**config.mk**
```make
export PLATFORM = sky130hd
export DESIGN_NAME = lzs_stream_fifo
export DESIGN_NICKNAME = d
export VERILOG_FILES = /design/src/rtl/lzs_stream_fifo.sv
export SDC_FILE = /design/constraint.sdc
export NUM_CORES = 1
export LEC_CHECK = 0
export ABC_AREA = 1
export BUFFER_PORTS_ARGS = -buffer_cell sky130_fd_sc_hd__buf_2
export CAP_MARGIN = 0
export CELL_PAD_IN_SITES_DETAIL_PLACEMENT = 1
export CELL_PAD_IN_SITES_GLOBAL_PLACEMENT = 1
export CORE_ASPECT_RATIO = 2
export CORE_UTILIZATION = 45
export DETAILED_ROUTE_END_ITERATION = 16
export PLACE_DENSITY_LB_ADDON = 0.1
export SLEW_MARGIN = 20
export SYNTH_ARGS = -nofsm -noshare
export SYNTH_HDL_FRONTEND = slang
export SYNTH_SLANG_ARGS = --single-unit
export TNS_END_PERCENT = 1
```
**constraint.sdc**
```tcl
create_clock -name wb_clk_i -period 6.2 [get_ports wb_clk_i]
set_clock_uncertainty 0.15 [all_clocks]
set_input_delay 1.24 -clock wb_clk_i [delete_from_list [all_inputs] [get_ports wb_clk_i]]
set_output_delay 1.24 -clock wb_clk_i [all_outputs]
set_load 0.1 [all_outputs]
```
**src/rtl/lzs_stream_fifo.sv**
```systemverilog
// lzs_stream_fifo: first-word-fall-through FIFO, 64-bit data plus a last tag,
// used as the source/destination queue element of the copy/fill/compress engines.
// Full/empty come from the registered occupancy count, never from pointer equality.
module lzs_stream_fifo #(
    parameter int AW     = 4,
    parameter int AE_LVL = 1,
    parameter int AF_LVL = 1
) (
    input  logic          wb_clk_i,
    input  logic          wb_rst_i,
    input  logic          flush,
    input  logic          putn,
    input  logic [63:0]   din,
    input  logic          din_last,
    output logic          full,
    output logic          almost_full,
    input  logic          getn,
    output logic [63:0]   dout,
    output logic          dout_last,
    output logic          empty,
    output logic          almost_empty,
    output logic [AW:0]   count,
    output logic          ovf,
    output logic          udf
);
    localparam int DEPTH = 2 ** AW;
    localparam logic [AW:0] DEPTH_C = (AW+1)'(DEPTH);
    localparam logic [AW:0] AE_C    = (AW+1)'(AE_LVL);
    localparam logic [AW:0] AF_C    = (AW+1)'(DEPTH - AF_LVL);

    logic [64:0]   mem_q [DEPTH];
    logic [AW-1:0] rd_ptr_q, wr_ptr_q;
    logic [AW:0]   count_q, count_d;
    logic          empty_q, aempty_q, full_q, afull_q, ovf_q, udf_q;
    logic          push_req, pop_req, push_ok, pop_ok, clr;
    logic [64:0]   head;

    assign clr      = wb_rst_i | flush;
    assign push_req = ~putn;
    assign pop_req  = ~getn;
    // Acceptance uses registered flags only, so a pop at full frees no slot this cycle
    assign push_ok  = push_req & ~full_q;
    assign pop_ok   = pop_req & ~empty_q;

    // Next occupancy: push-only +1, pop-only -1, otherwise unchanged
    always_comb begin
        count_d = count_q;
        case ({push_ok, pop_ok})
            2'b10:   count_d = count_q + (AW+1)'(1);
            2'b01:   count_d = count_q - (AW+1)'(1);
            default: count_d = count_q;
        endcase
    end

    // Pointers, count, registered flags and sticky errors; reset/flush dominate
    always_ff @(posedge wb_clk_i) begin
        if (clr) begin
            rd_ptr_q <= '0;
            wr_ptr_q <= '0;
            count_q  <= '0;
            empty_q  <= 1'b1;
            aempty_q <= 1'b1;
            full_q   <= 1'b0;
            afull_q  <= 1'b0;
            ovf_q    <= 1'b0;
            udf_q    <= 1'b0;
        end else begin
            if (push_ok) wr_ptr_q <= wr_ptr_q + AW'(1);
            if (pop_ok)  rd_ptr_q <= rd_ptr_q + AW'(1);
            count_q  <= count_d;
            empty_q  <= (count_d == '0);
            aempty_q <= (count_d <= AE_C);
            full_q   <= (count_d == DEPTH_C);
            afull_q  <= (count_d >= AF_C);
            if (push_req && full_q)  ovf_q <= 1'b1;
            if (pop_req  && empty_q) udf_q <= 1'b1;
        end
    end

    // Storage write; contents are deliberately not cleared by reset/flush
    always_ff @(posedge wb_clk_i) begin
        if (push_ok && !clr) mem_q[wr_ptr_q] <= {din_last, din};
    end

    assign head      = mem_q[rd_ptr_q];
    assign dout      = empty_q ? 64'd0 : head[63:0];
    assign dout_last = empty_q ? 1'b0  : head[64];

    assign full         = full_q;
    assign almost_full  = afull_q;
    assign empty        = empty_q;
    assign almost_empty = aempty_q;
    assign count        = count_q;
    assign ovf          = ovf_q;
    assign udf          = udf_q;
endmodule

```
# After elaboration in Yosys (flattened, before gate mapping)
# Memories as Yosys holds them, arrays and structs flattened. A register that Yosys moved wholly into a read port is not among the register bits.
# Index checks and enable logic that the tools add are counted.
# Widths: inputs -> output; s select.
word_totals:
  ram_bits: 1040
  regBits: 19
  rom_bits: 0
  input_bits: 70
  mem_count: 1
  latchBits: 0
  out_inout_bits: 76
memory_table:
  columns: ["name", "depth", "word_bits", "read_ports", "rd_ports_with_merged_regs", "write_ports", "line", "text"]
  rows:
  - ["mem_q", 16, 65, 1, 1, 1, "31", "logic [64:0] mem_q [DEPTH];"]
op_classes:
  bitwise: 7
  n_lt_le_gt_ge: 2
  add_sub_neg: 4
  n_div: 0
  mux: 7
  n_eq_ne: 3
  n_mul: 0
  shifts: 0
  n_reduce_logical: 5
op_table:
  columns: ["operator", "n"]
  rows:
  - ["$mux 64", 1]
  - ["$pmux 5 s2", 1]
  - ["$add 4x1->4 const B", 2]
  - ["$mux 4", 2]
  - ["$add 5x1->5 const B", 1]
  - ["$eq 5x5->1 const B", 1]
  - ["$ge 5x4->1 const B", 1]
  - ["$le 5x1->1 const B", 1]
  - ["$logic_not 5->1", 1]
  - ["$sub 5x1->5 const B", 1]
  - ["$not 1->1", 4]
  - ["$logic_and 1x1->1", 3]
  - ["$mux 1", 3]
  - ["$and 1x1->1", 2]
  - ["$eq 2x1->1 const B", 1]
  - ["$eq 2x2->1 const B", 1]
  - ["$logic_not 1->1", 1]
  - ["$or 1x1->1", 1]

# Longest topological paths before layout
# Gate-level depths: netlist (run 1).
logic_depth:
  depth_word: 5
  ltp_mapped: 18
  mapped_depth_nobuf: 18

# Least setup slack after synthesis (run 1)
# Ideal clock, no wire load.
synth_path:
  kind: "input to register"
  startpoint: "in flush"
  endpoint: "mem mem_q[0][0], enable pin"
  arrival_time_ns: 4.647
  required_time_ns: 5.562
  cell_stages: 5
  setup_slack_ns: 0.915
  setup_time_ns: 0.488
  cell_sequence: "nor2_1 > inv_1 > nor2_1 > nand2_1 > nor2_1"
synth_via:
  elab_chain_len: 5
synth_rtl:
  columns: ["item", "line", "text"]
  rows:
  - ["from (decl)", "11", "input logic flush,"]
  - ["$or 1x1->1", "38", "assign clr = wb_rst_i | flush;"]
  - ["$logic_not 1->1", "82", "if (push_ok && !clr) mem_q[wr_ptr_q] <= {din_last, din};"]
  - ["$logic_and 1x1->1", "82", null]
  - ["$mux 1", "82", null]
  - ["$mux 1 (implied by the code)", "82", null]
  - ["to (decl)", "31", null]
# No other way between the ends.

==> qor.tcl, run 1 <==
set qor(status) {finished clean}
set qor(layout.area.seq_um2) 31700
set qor(hp-class) {flip-flop to flip-flop}
set qor(post-dp-hpwl_mm) 60.2
set qor(core_region_area_um2) 90800
set qor(design.die.area_um2) 93100
set qor(mostFrequentLayoutCells) {edfxtp_1, nor2_1, o21ai_0}
set qor(async_flop_share) 0
set qor(top_ff_cell_synth) {edfxtp_1}
set qor(horizontal_extent_of_the_die_um) 216
set qor(placedInstanceArea_um2) 43200
set qor(timing.fmax_mhz) 186
set qor(grt_setup_unrepaired) {false}
set qor(critical_path.reg2reg.startpoint) {full$_SDFF_PP0_}
set qor(ys_seq_elements) 1063
set qor(kind_of_start_point_of_the_critical_path) {flip-flop}
set qor(cts_setup_buffers) 0
set qor(clkLatencyLatePin_ps) 680
set qor(critPathRequiredTime_ps) 4810
set qor(critical_path.top_delay_family) {buffers and inverters}
set qor(tritoncts) {done}
set qor(wirelength_mm) 116
set qor(yosys.cell_types.count) 29
set qor(globalplace.congestion) 0.752
set qor(buffer_ports.inserted) 145
set qor(total_area_of_multi_input_combinational_cells_um2) 8540
set qor(h-tree-depth) 3
set qor(fin_area_um2) 46200
set qor(setup_total_negative_slack_ps) 0
set qor(hp-start) {ovf$_SDFFE_PP0P_}
set qor(cpPeakStageDelay_ps) 710
set qor(vdd_ir_drop_max_v) 0.000232
set qor(drcViolationCount) 0
set qor(route.antenna.remaining_nets) 0
set qor(fill_cells) 8900
set qor(placementRows) 156
set qor(grt_start_max_net_pins) 286
set qor(critPathBufInv) 3
set qor(total_leakage_power_nw) 14.7
set qor(die-height_um) 431
set qor(global_route.overflow_total) 0
set qor(avgSynthCellArea_um2) 14.1
set qor(start_util) 0.455
set qor(fin_crit_sh) 0.865
set qor(power.density_cell_area_nw_per_um2) 311
set qor(critical_path.max_fanout) 285
set qor(max-slew-margin-rel) 0.133
set qor(cts_resized) 0
set qor(synth_cells) 2941
set qor(num-nets-final) 3095
set qor(slew_worst_pin_ps) 1300
set qor(wire_length_of_the_first_global_routing_pass_mm) 175
set qor(timing.setup.critical_path_class) {flip-flop to output pin}
set qor(area_growth_syn_to_layout_pct) 11.8
set qor(grt_antenna_before_repair) 8
set qor(synth.yosys.seq_area_share) 0.767
set qor(timing.critical_path.cells) {inv_16, buf_4, o21ai_0, o221ai_1, nand3_1, a21oi_1, buf_2}
set qor(detail_route.first_pass.iterations) 5
set qor(setup_viol_count_final) 0
set qor(synthesis.nets) 3019
set qor(mostFrequentLayoutCell) {edfxtp_1}
set qor(cts.sink_count) 1063
set qor(ys_warn_count) 0
set qor(endpoint_kind) {output pin}
set qor(grt_pass1_vias) 27771
set qor(detail_route.wl_per_cell_um) 27.2
set qor(design.portCount) 146
set qor(cp.arrival_ps) 3980
set qor(total_cts_buffers) 92
set qor(via_per_inst) 6.02
set qor(route.vias.total) 25722
set qor(worst_setup_hold_path_clk_slew_ps) 70
set qor(timing.critical_path.slowest_stage_cell) {inv_16}
set qor(hold_viol) 0
set qor(total_routing_usage_reported_by_global_routing) 0.252
set qor(ctsRootBufferMaster) {clkbuf_16}
set qor(drt_iter0_drcs) 2023
set qor(drive_above_1_share) 0.116
set qor(mappedNetlistArea_um2) 41300
set qor(report.final.slew_viol_count) 0
set qor(count_of_hold_buffers_inserted_by_post_cts_repair) 0
set qor(min_period_ps) 5370
set qor(ctsLongestPathBuffers) 3
set qor(timing.max_cap.violations) 0
set qor(synth_enable_flop_cells) 1040
==> cells in the mapped netlist (2+ instances only) <==
master | count | area [um2]
a21oi_1 | 72 | 360
buf_1 | 6 | 22.5
buf_2 | 58 | 290
buf_4 | 34 | 255
buf_6 | 3 | 33.8
clkbuf_1 | 83 | 312
clkbuf_2 | 39 | 195
dfxtp_1 | 23 | 460
edfxtp_1 | 1040 | 31200
ha_1 | 8 | 100
inv_1 | 24 | 90.1
inv_2 | 2 | 7.51
nand2_1 | 37 | 139
nand3_1 | 60 | 300
nand4_1 | 3 | 18.8
nor2_1 | 572 | 2150
nor3_1 | 4 | 20.0
o211ai_1 | 93 | 698
o21ai_0 | 481 | 2410
o21ai_1 | 47 | 235
o221ai_1 | 167 | 1460
o22ai_1 | 77 | 482
xor2_1 | 2 | 17.5
==> flip-flops by register name (all words and copies together) (netlist names), 4 cells and up, named ones only <==
register  cells
count         5
rd_ptr_q      4
wr_ptr_q      4
mem_q      1040
==> cell families after synthesis <==
| family | Yosys count | share of synthesized area |
|---|---|---|
| and+or+nand+nor | 679 | 0.0640 |
| AOI/OAI and AO/OA | 938 | 0.137 |
| buffers and inverters | 250 | 0.0293 |
| xor gates and xnor gates | 3 | 0.000636 |
| DFF | 1063 | 0.767 |
| adders and majority gates | 8 | 0.00242 |
==> layer usage <==
metal | global-route usage | wire, um | vias up
li1 | - | - | 11400
met1 | 0.307 | 47200 | 13566
met2 | 0.456 | 61800 | 535
met3 | 0.0375 | 4420 | 211
met4 | 0.0770 | 2930 | 10
met5 | 0 | 71 | -
==> final timing paths <==
check                                              end  slack, ps  depth (start not counted)
worst min register to register        ovf$_SDFFE_PP0P_        320                          2
worst max-delay path                          dout[55]        830                          7
worst max register to register  mem_q[4][27]$_DFFE_PP_       2830                          6
worst min-delay path                  ovf$_SDFFE_PP0P_        320                          2
==> tightest hold or removal path, cell delays in order, from the launching register on <==
cell     delay [ps]
dfxtp_1         320
a21oi_1          40
nor2_1           70
==> power breakdown <==
part / internal (mW) / switching [mW]
clock network: 3.25 / 2.56
registers: 7.90 / 0.0306
logic: 0.111 / 0.506
total: 11.3 / 3.10
==> cell type report <==
class,count,share of cell area
timing repair buffer,205,0.0295
clock inverter,44,0.0102
sequential,1063,0.686
antenna,1,0.0000542
inverter,27,0.00271
clock buffer,119,0.0541
tap,1185,0.0321
multi-input combinational,1628,0.185
==> per-stage QoR <==
stage	util	setup slack, ps	hold slack, ps	std cells	power, mW
after floorplan	-	915	335	2941	8.47
after global placement	0.476	1630	305	4108	8.69
after detailed placement	0.476	1550	311	4108	8.71
after CTS	0.509	820	330	4271	14.5
after global routing	0.509	651	378	4271	14.7
final	0.509	835	320	4272	14.4
No activity file was read; power rests on OpenSTA's default activity.
==> run 2: changes to the inputs <==
==> constraint.sdc (replaced) <==
create_clock -name wb_clk_i -period 4.9 [get_ports wb_clk_i]
set_clock_uncertainty 0.15 [all_clocks]
set_input_delay 0.98 -clock wb_clk_i [delete_from_list [all_inputs] [get_ports wb_clk_i]]
set_output_delay 0.98 -clock wb_clk_i [all_outputs]
set_load 0.1 [all_outputs]
==> qor.tcl, run 2 (synthesis results as in run 1) <==
set qor(total_routing_usage_reported_by_global_routing) 0.257 ;# +0.00582
set qor(drcViolationCount) 0 ;# unchanged
set qor(critPathRequiredTime_ps) 3770 ;# -1040 ps
set qor(grtUsageMet1) 0.311 ;# +0.00386
set qor(area_growth_syn_to_layout_pct) 12.1
set qor(fill_cells) 8899 ;# -0.011%
set qor(wire_length_of_the_first_global_routing_pass_mm) 177 ;# +1.1%
set qor(critical_path.reg2reg.startpoint) {empty$_SDFF_PP1_}
set qor(kind_of_start_point_of_the_critical_path) {flip-flop}
set qor(hp-start) {udf$_SDFFE_PP0P_}
set qor(status) {finished clean}
set qor(design.die.area_um2) 93100 ;# unchanged
set qor(ctsLongestPathBuffers) 3 ;# unchanged
set qor(placedInstanceArea_um2) 43500 ;# +0.69%
set qor(worst_slack_at_placement_ps) 767 ;# -786 ps
set qor(hold_viol) 0 ;# unchanged
set qor(globalplace.congestion) 0.751 ;# -0.19%
set qor(num-nets-final) 3100 ;# +0.16%
set qor(hp-class) {flip-flop to flip-flop}
set qor(slew_worst_pin_ps) 1100 ;# -201 ps
set qor(grt_antenna_before_repair) 9 ;# +1
set qor(whs_ps) 341 ;# +21.6 ps
set qor(buffer_ports.inserted) 145 ;# unchanged
set qor(layoutNonFillerInstCount) 4281 ;# +0.21%
set qor(clkLatencyLatePin_ps) 690 ;# about the same
set qor(report.final.slew_viol_count) 0 ;# unchanged
set qor(timing.max_cap.violations) 0 ;# unchanged
set qor(max-slew-margin-rel) 0.267 ;# +0.134
set qor(fin_area_um2) 46300 ;# +0.29%
set qor(critical_path.top_delay_family) {buffers and inverters}
set qor(global_route.overflow_total) 0 ;# unchanged
set qor(total_cts_buffers) 93 ;# +1.1%
set qor(cpPeakStageDelay_ps) 710 ;# about the same
set qor(fin_crit_sh) 0.949
set qor(timing.critical_path.slowest_stage_cell) {inv_6}
set qor(post-dp-hpwl_mm) 60.1 ;# about the same
set qor(gr_met3_demand_resource) 0.0370 ;# -0.000423
set qor(timing.setup.critical_path_class) {flip-flop to output pin}
set qor(ctsRootBufferMaster) {clkbuf_16}
set qor(h-tree-depth) 3 ;# unchanged
set qor(drt_iter0_drcs) 2084 ;# +3.0%
set qor(worst-path-stages) 7 ;# unchanged
set qor(start_util) 0.455 ;# unchanged
set qor(cp.arrival_ps) 3520 ;# -460 ps
set qor(placementRows) 156 ;# unchanged
set qor(timing.critical_path.cells) {inv_6, buf_4, o21ai_0, o221ai_1, o211ai_1, a21oi_1, buf_2}
set qor(grt_setup_unrepaired) {false}
set qor(hold-path-cell-count) 2 ;# unchanged
set qor(hold_path_end) {udf$_SDFFE_PP0P_}
set qor(cts_resized) 0 ;# unchanged
set qor(post-place-cells) 4112 ;# +0.097%
set qor(route.vias.total) 25901 ;# +0.70%
set qor(horizontal_extent_of_the_die_um) 216 ;# unchanged
set qor(critPathBufInv) 3 ;# unchanged
set qor(cts_setup_buffers) 0 ;# unchanged
set qor(setup_viol_count_final) 0 ;# unchanged
set qor(total_leakage_power_nw) 14.7 ;# about the same
set qor(critical_path.max_fanout) 118 ;# -59%
set qor(wirelength_mm) 119 ;# +2.4%
set qor(detail_route.first_pass.iterations) 7 ;# +2
set qor(power.density_cell_area_nw_per_um2) 385 ;# +24%
set qor(via_per_inst) 6.05 ;# +0.48%
set qor(worst_setup_hold_path_clk_slew_ps) 60 ;# about the same
set qor(grt_start_max_net_pins) 173 ;# -40%
set qor(globalRouteMet2Util) 0.465 ;# +0.00904
set qor(timing.fmax_mhz) 215
set qor(largest_reg_flops) 1040 ;# unchanged
set qor(worstReg2RegEnd) {full$_SDFF_PP0_}
set qor(count_of_hold_buffers_inserted_by_post_cts_repair) 0 ;# unchanged
set qor(grt_pass1_vias) 27872 ;# +0.36%
set qor(mostFrequentLayoutCell) {edfxtp_1}
set qor(setup_ws_ps) 248 ;# -586 ps
set qor(regMostFlops) {mem_q}
set qor(design.portCount) 146 ;# unchanged
set qor(core_region_area_um2) 90800 ;# unchanged
set qor(globalRoute.busiestLayer) {met2}
set qor(drive_above_1_share) 0.115 ;# -0.00131
set qor(endpoint_kind) {output pin}
set qor(vdd_ir_drop_max_v) 0.000282 ;# +21%
set qor(cts.sink_count) 1063 ;# unchanged
set qor(route.antenna.remaining_nets) 0 ;# unchanged
set qor(die-height_um) 431 ;# unchanged
set qor(worstRegToRegCells) 16 ;# +10
set qor(min_period_ps) 4650
set qor(detail_route.wl_per_cell_um) 27.9 ;# +2.2%
set qor(mostFrequentLayoutCells) {edfxtp_1, nor2_1, o21ai_0}
set qor(reg2reg_setup_slack_ps) 1790 ;# -1040 ps
set qor(tritoncts) {done}
[run 2: cell types whose count changed in the layout (fill, tap and decap cells not counted), sizes merged]
cell	before	now
buf	205	209
bufinv	10	2
clkinvlp	3	4
clkbuf	119	122
clkinv	31	42
inv	27	25
[run 2: final cells by class]
class	instances	area (um2)	area share
diodes	1	2.50	0.0000540
clock buffers	122	2530	0.0546
clock inverters	46	267	0.00575
inverters	27	125	0.00270
multi-input cells	1628	8540	0.184
flip-flops and latches	1063	31700	0.684
well taps	1185	1480	0.0320
repair buffers	209	1670	0.0361
[run 2: worst max-delay path by stage]
stage | start | to | slack, ps
after global routing | flip-flop | dout[35] | 60
after CTS | flip-flop | dout[3] | 60
after floorplan | flush | mem_q[0][0]$_DFFE_PP_ | -130
after global placement | flip-flop | dout[63] | 780
after detailed placement | flush | mem_q[9][57]$_DFFE_PP_ | 770
final | flip-flop | dout[43] | 250
[run 2: report_power, final]
group,internal [mW],switching (mW),leakage [nW],total (mW)
registers,10.0,0.0290,9.55,10.0
clock network,3.73,3.26,1.36,6.99
logic,0.162,0.655,3.76,0.818
total,13.9,3.94,14.7,17.8
[run 2: layer usage]
layer / wire length [um] / vias up / share of wire
met2: 63000 / 622 / 0.53
met1: 47500 / 13621 / 0.40
met4: 3740 / 8 / 0.031
li1: - / 11423 / -
met3: 4990 / 227 / 0.042
met5: 49 / - / 0.00041
[run 2: through the flow]
stage | setup TNS (ps) | utilization | power [mW]
detailed placement | 0 | 0.480 | 11.0
CTS | 0 | 0.510 | 18.0
finish | 0 | 0.510 | 17.8
global route | 0 | 0.510 | 18.3
floorplan | -130500 | - | 10.7
global placement | 0 | 0.480 | 11.0
[run 2: worst register-to-register path, delay by kind of cell (launching register included)]
kind / cells / cell delay, ps
adder cells (fa/ha/maj): 2 / 530
flip-flops: 1 / 890
AND/OR/NAND/NOR: 12 / 1360
buffers and inverters: 2 / 100
==> run 3: changes to the inputs <==
--- a/config.mk
+++ b/config.mk
@@ -8,7 +8,7 @@
 export ABC_AREA = 1
 export BUFFER_PORTS_ARGS = -buffer_cell sky130_fd_sc_hd__buf_2
 export CAP_MARGIN = 0
-export CELL_PAD_IN_SITES_DETAIL_PLACEMENT = 1
+export CELL_PAD_IN_SITES_DETAIL_PLACEMENT = 0
 export CELL_PAD_IN_SITES_GLOBAL_PLACEMENT = 1
 export CORE_ASPECT_RATIO = 2
 export CORE_UTILIZATION = 45
==> qor.tcl, run 3 (synthesis results as in run 1) <==
set qor(status) {finished clean}
set qor(drcViolationCount) 0 ;# unchanged
set qor(critical_path.reg2reg.startpoint) {empty$_SDFF_PP1_}
set qor(kind_of_start_point_of_the_critical_path) {flip-flop}
set qor(fin_crit_sh) 0.958 ;# +0.00892
set qor(setup_viol_count_final) 0 ;# unchanged
set qor(ctsLongestPathBuffers) 3 ;# unchanged
set qor(grt_antenna_before_repair) 9 ;# unchanged
set qor(min_period_ps) 4700 ;# +43.7 ps
set qor(reg2reg_setup_slack_ps) 1940 ;# +150 ps
set qor(mostFrequentLayoutCells) {edfxtp_1, nor2_1, o21ai_0}
set qor(report.final.slew_viol_count) 0 ;# unchanged
set qor(critical_path.max_fanout) 164 ;# +39%
set qor(cts_setup_buffers) 0 ;# unchanged
set qor(globalplace.congestion) 0.751 ;# unchanged
set qor(power.density_cell_area_nw_per_um2) 389 ;# +1.0%
set qor(drive_above_1_share) 0.117 ;# +0.00219
set qor(vdd_ir_drop_max_v) 0.000273 ;# -3.0%
set qor(cts.sink_count) 1063 ;# unchanged
set qor(timing.setup.critical_path_class) {flip-flop to output pin}
set qor(totalPowerFinal_mw) 18.1 ;# +1.4%
set qor(area_growth_syn_to_layout_pct) 12.5
set qor(endpoint_kind) {output pin}
set qor(critPathRequiredTime_ps) 3770 ;# about the same
set qor(clkLatencyLatePin_ps) 680 ;# about the same
set qor(post-place-cells) 4112 ;# unchanged
set qor(grt_setup_unrepaired) {false}
set qor(hp-start) {ovf$_SDFFE_PP0P_}
set qor(start_util) 0.455 ;# unchanged
set qor(regMostFlops) {mem_q}
set qor(mostFrequentLayoutCell) {edfxtp_1}
set qor(h-tree-depth) 3 ;# unchanged
set qor(placementRows) 156 ;# unchanged
set qor(die-height_um) 431 ;# unchanged
set qor(grt_start_max_net_pins) 173 ;# unchanged
set qor(detail_route.wl_per_cell_um) 26.3 ;# -5.7%
set qor(fin_area_um2) 46500 ;# +0.38%
set qor(hold_viol) 0 ;# unchanged
set qor(total_leakage_power_nw) 14.7 ;# +0.56%
set qor(tritoncts) {done}
set qor(setup_total_negative_slack_ps) 0 ;# unchanged
set qor(num-nets-final) 3101 ;# +0.032%
set qor(global_route.overflow_total) 0 ;# unchanged
set qor(cp.arrival_ps) 3570 ;# +50 ps
set qor(hp-class) {flip-flop to flip-flop}
set qor(grt_pass1_vias) 26098 ;# -6.4%
set qor(design.portCount) 146 ;# unchanged
set qor(max-slew-margin-rel) 0.250 ;# -0.0161
set qor(worst_setup_hold_path_clk_slew_ps) 60 ;# about the same
set qor(largest_reg_flops) 1040 ;# unchanged
set qor(buffer_ports.inserted) 145 ;# unchanged
set qor(design.die.area_um2) 93100 ;# unchanged
set qor(horizontal_extent_of_the_die_um) 216 ;# unchanged
set qor(whs_ps) 329 ;# -12.2 ps
set qor(total_routing_usage_reported_by_global_routing) 0.243 ;# -0.0145
set qor(ctsRootBufferMaster) {clkbuf_16}
set qor(drt_iter0_drcs) 2358 ;# +13%
set qor(total_cts_buffers) 93 ;# unchanged
set qor(utilization) 0.512 ;# +0.00193
set qor(worst_slack_at_placement_ps) 844 ;# +76.3 ps
set qor(placedInstanceArea_um2) 43500 ;# unchanged
set qor(route.antenna.remaining_nets) 0 ;# unchanged
set qor(timing.fmax_mhz) 213 ;# -0.93%
set qor(wirelength_mm) 113 ;# -5.6%
set qor(layoutNonFillerInstCount) 4284 ;# +0.070%
set qor(via_per_inst) 5.99 ;# -0.95%
set qor(detail_route.first_pass.iterations) 6 ;# -1
set qor(slew_worst_pin_ps) 1120 ;# +24.2 ps
set qor(setup_ws_ps) 205 ;# -43.7 ps
set qor(wire_length_of_the_first_global_routing_pass_mm) 167 ;# -5.4%
set qor(core_region_area_um2) 90800 ;# unchanged
set qor(timing.max_cap.violations) 0 ;# unchanged
set qor(post-dp-hpwl_mm) 54.8 ;# -8.8%
set qor(route.vias.total) 25672 ;# -0.88%
[run 3: final timing paths]
check | to | cells past startpoint
worst max-delay path | dout[13] | 6
worst min register to register | ovf$_SDFFE_PP0P_ | 2
worst max register to register | full$_SDFF_PP0_ | 16
worst min-delay path | ovf$_SDFFE_PP0P_ | 2
[run 3: area by class of cell]
class                      count  area, um2
tap                         1185       1480
clock inverter                48        409
antenna                        2       5.00
multi-input combinational   1628       8540
timing repair buffer         210       1700
fill                        7657      44300
sequential                  1063      31700
clock buffer                 121       2540
inverter                      27        125
[run 3: critical path, cell delays in order, from the launching register on]
cell and delay, ps:
dfxtp_4 580, buf_12 420, o21ai_0 210, o211ai_1 250
o211ai_1 130, a21oi_1 490, buf_2 530
[run 3: routing by layer]
metal,vias up,GRT usage,share of wire
li1,11431,-,-
met1,13230,0.303,0.41
met2,810,0.431,0.52
met3,191,0.0370,0.050
met4,10,0.0753,0.026
met5,-,0,0.00052
[run 3: repair_timing]
item | in CTS | in global routing
gates resized for setup | 0 | 1
hold buffers | 0 | 0
endpoints found under the hold margin | 0 | 0
endpoints found under the setup margin | 0 | 1
[run 3: where the power goes]
part | total, mW | switching, mW | internal [mW]
logic | 0.807 | 0.644 | 0.163
registers | 10.0 | 0.0275 | 10.0
clock network | 7.25 | 3.24 | 4.01
total | 18.1 | 3.91 | 14.2
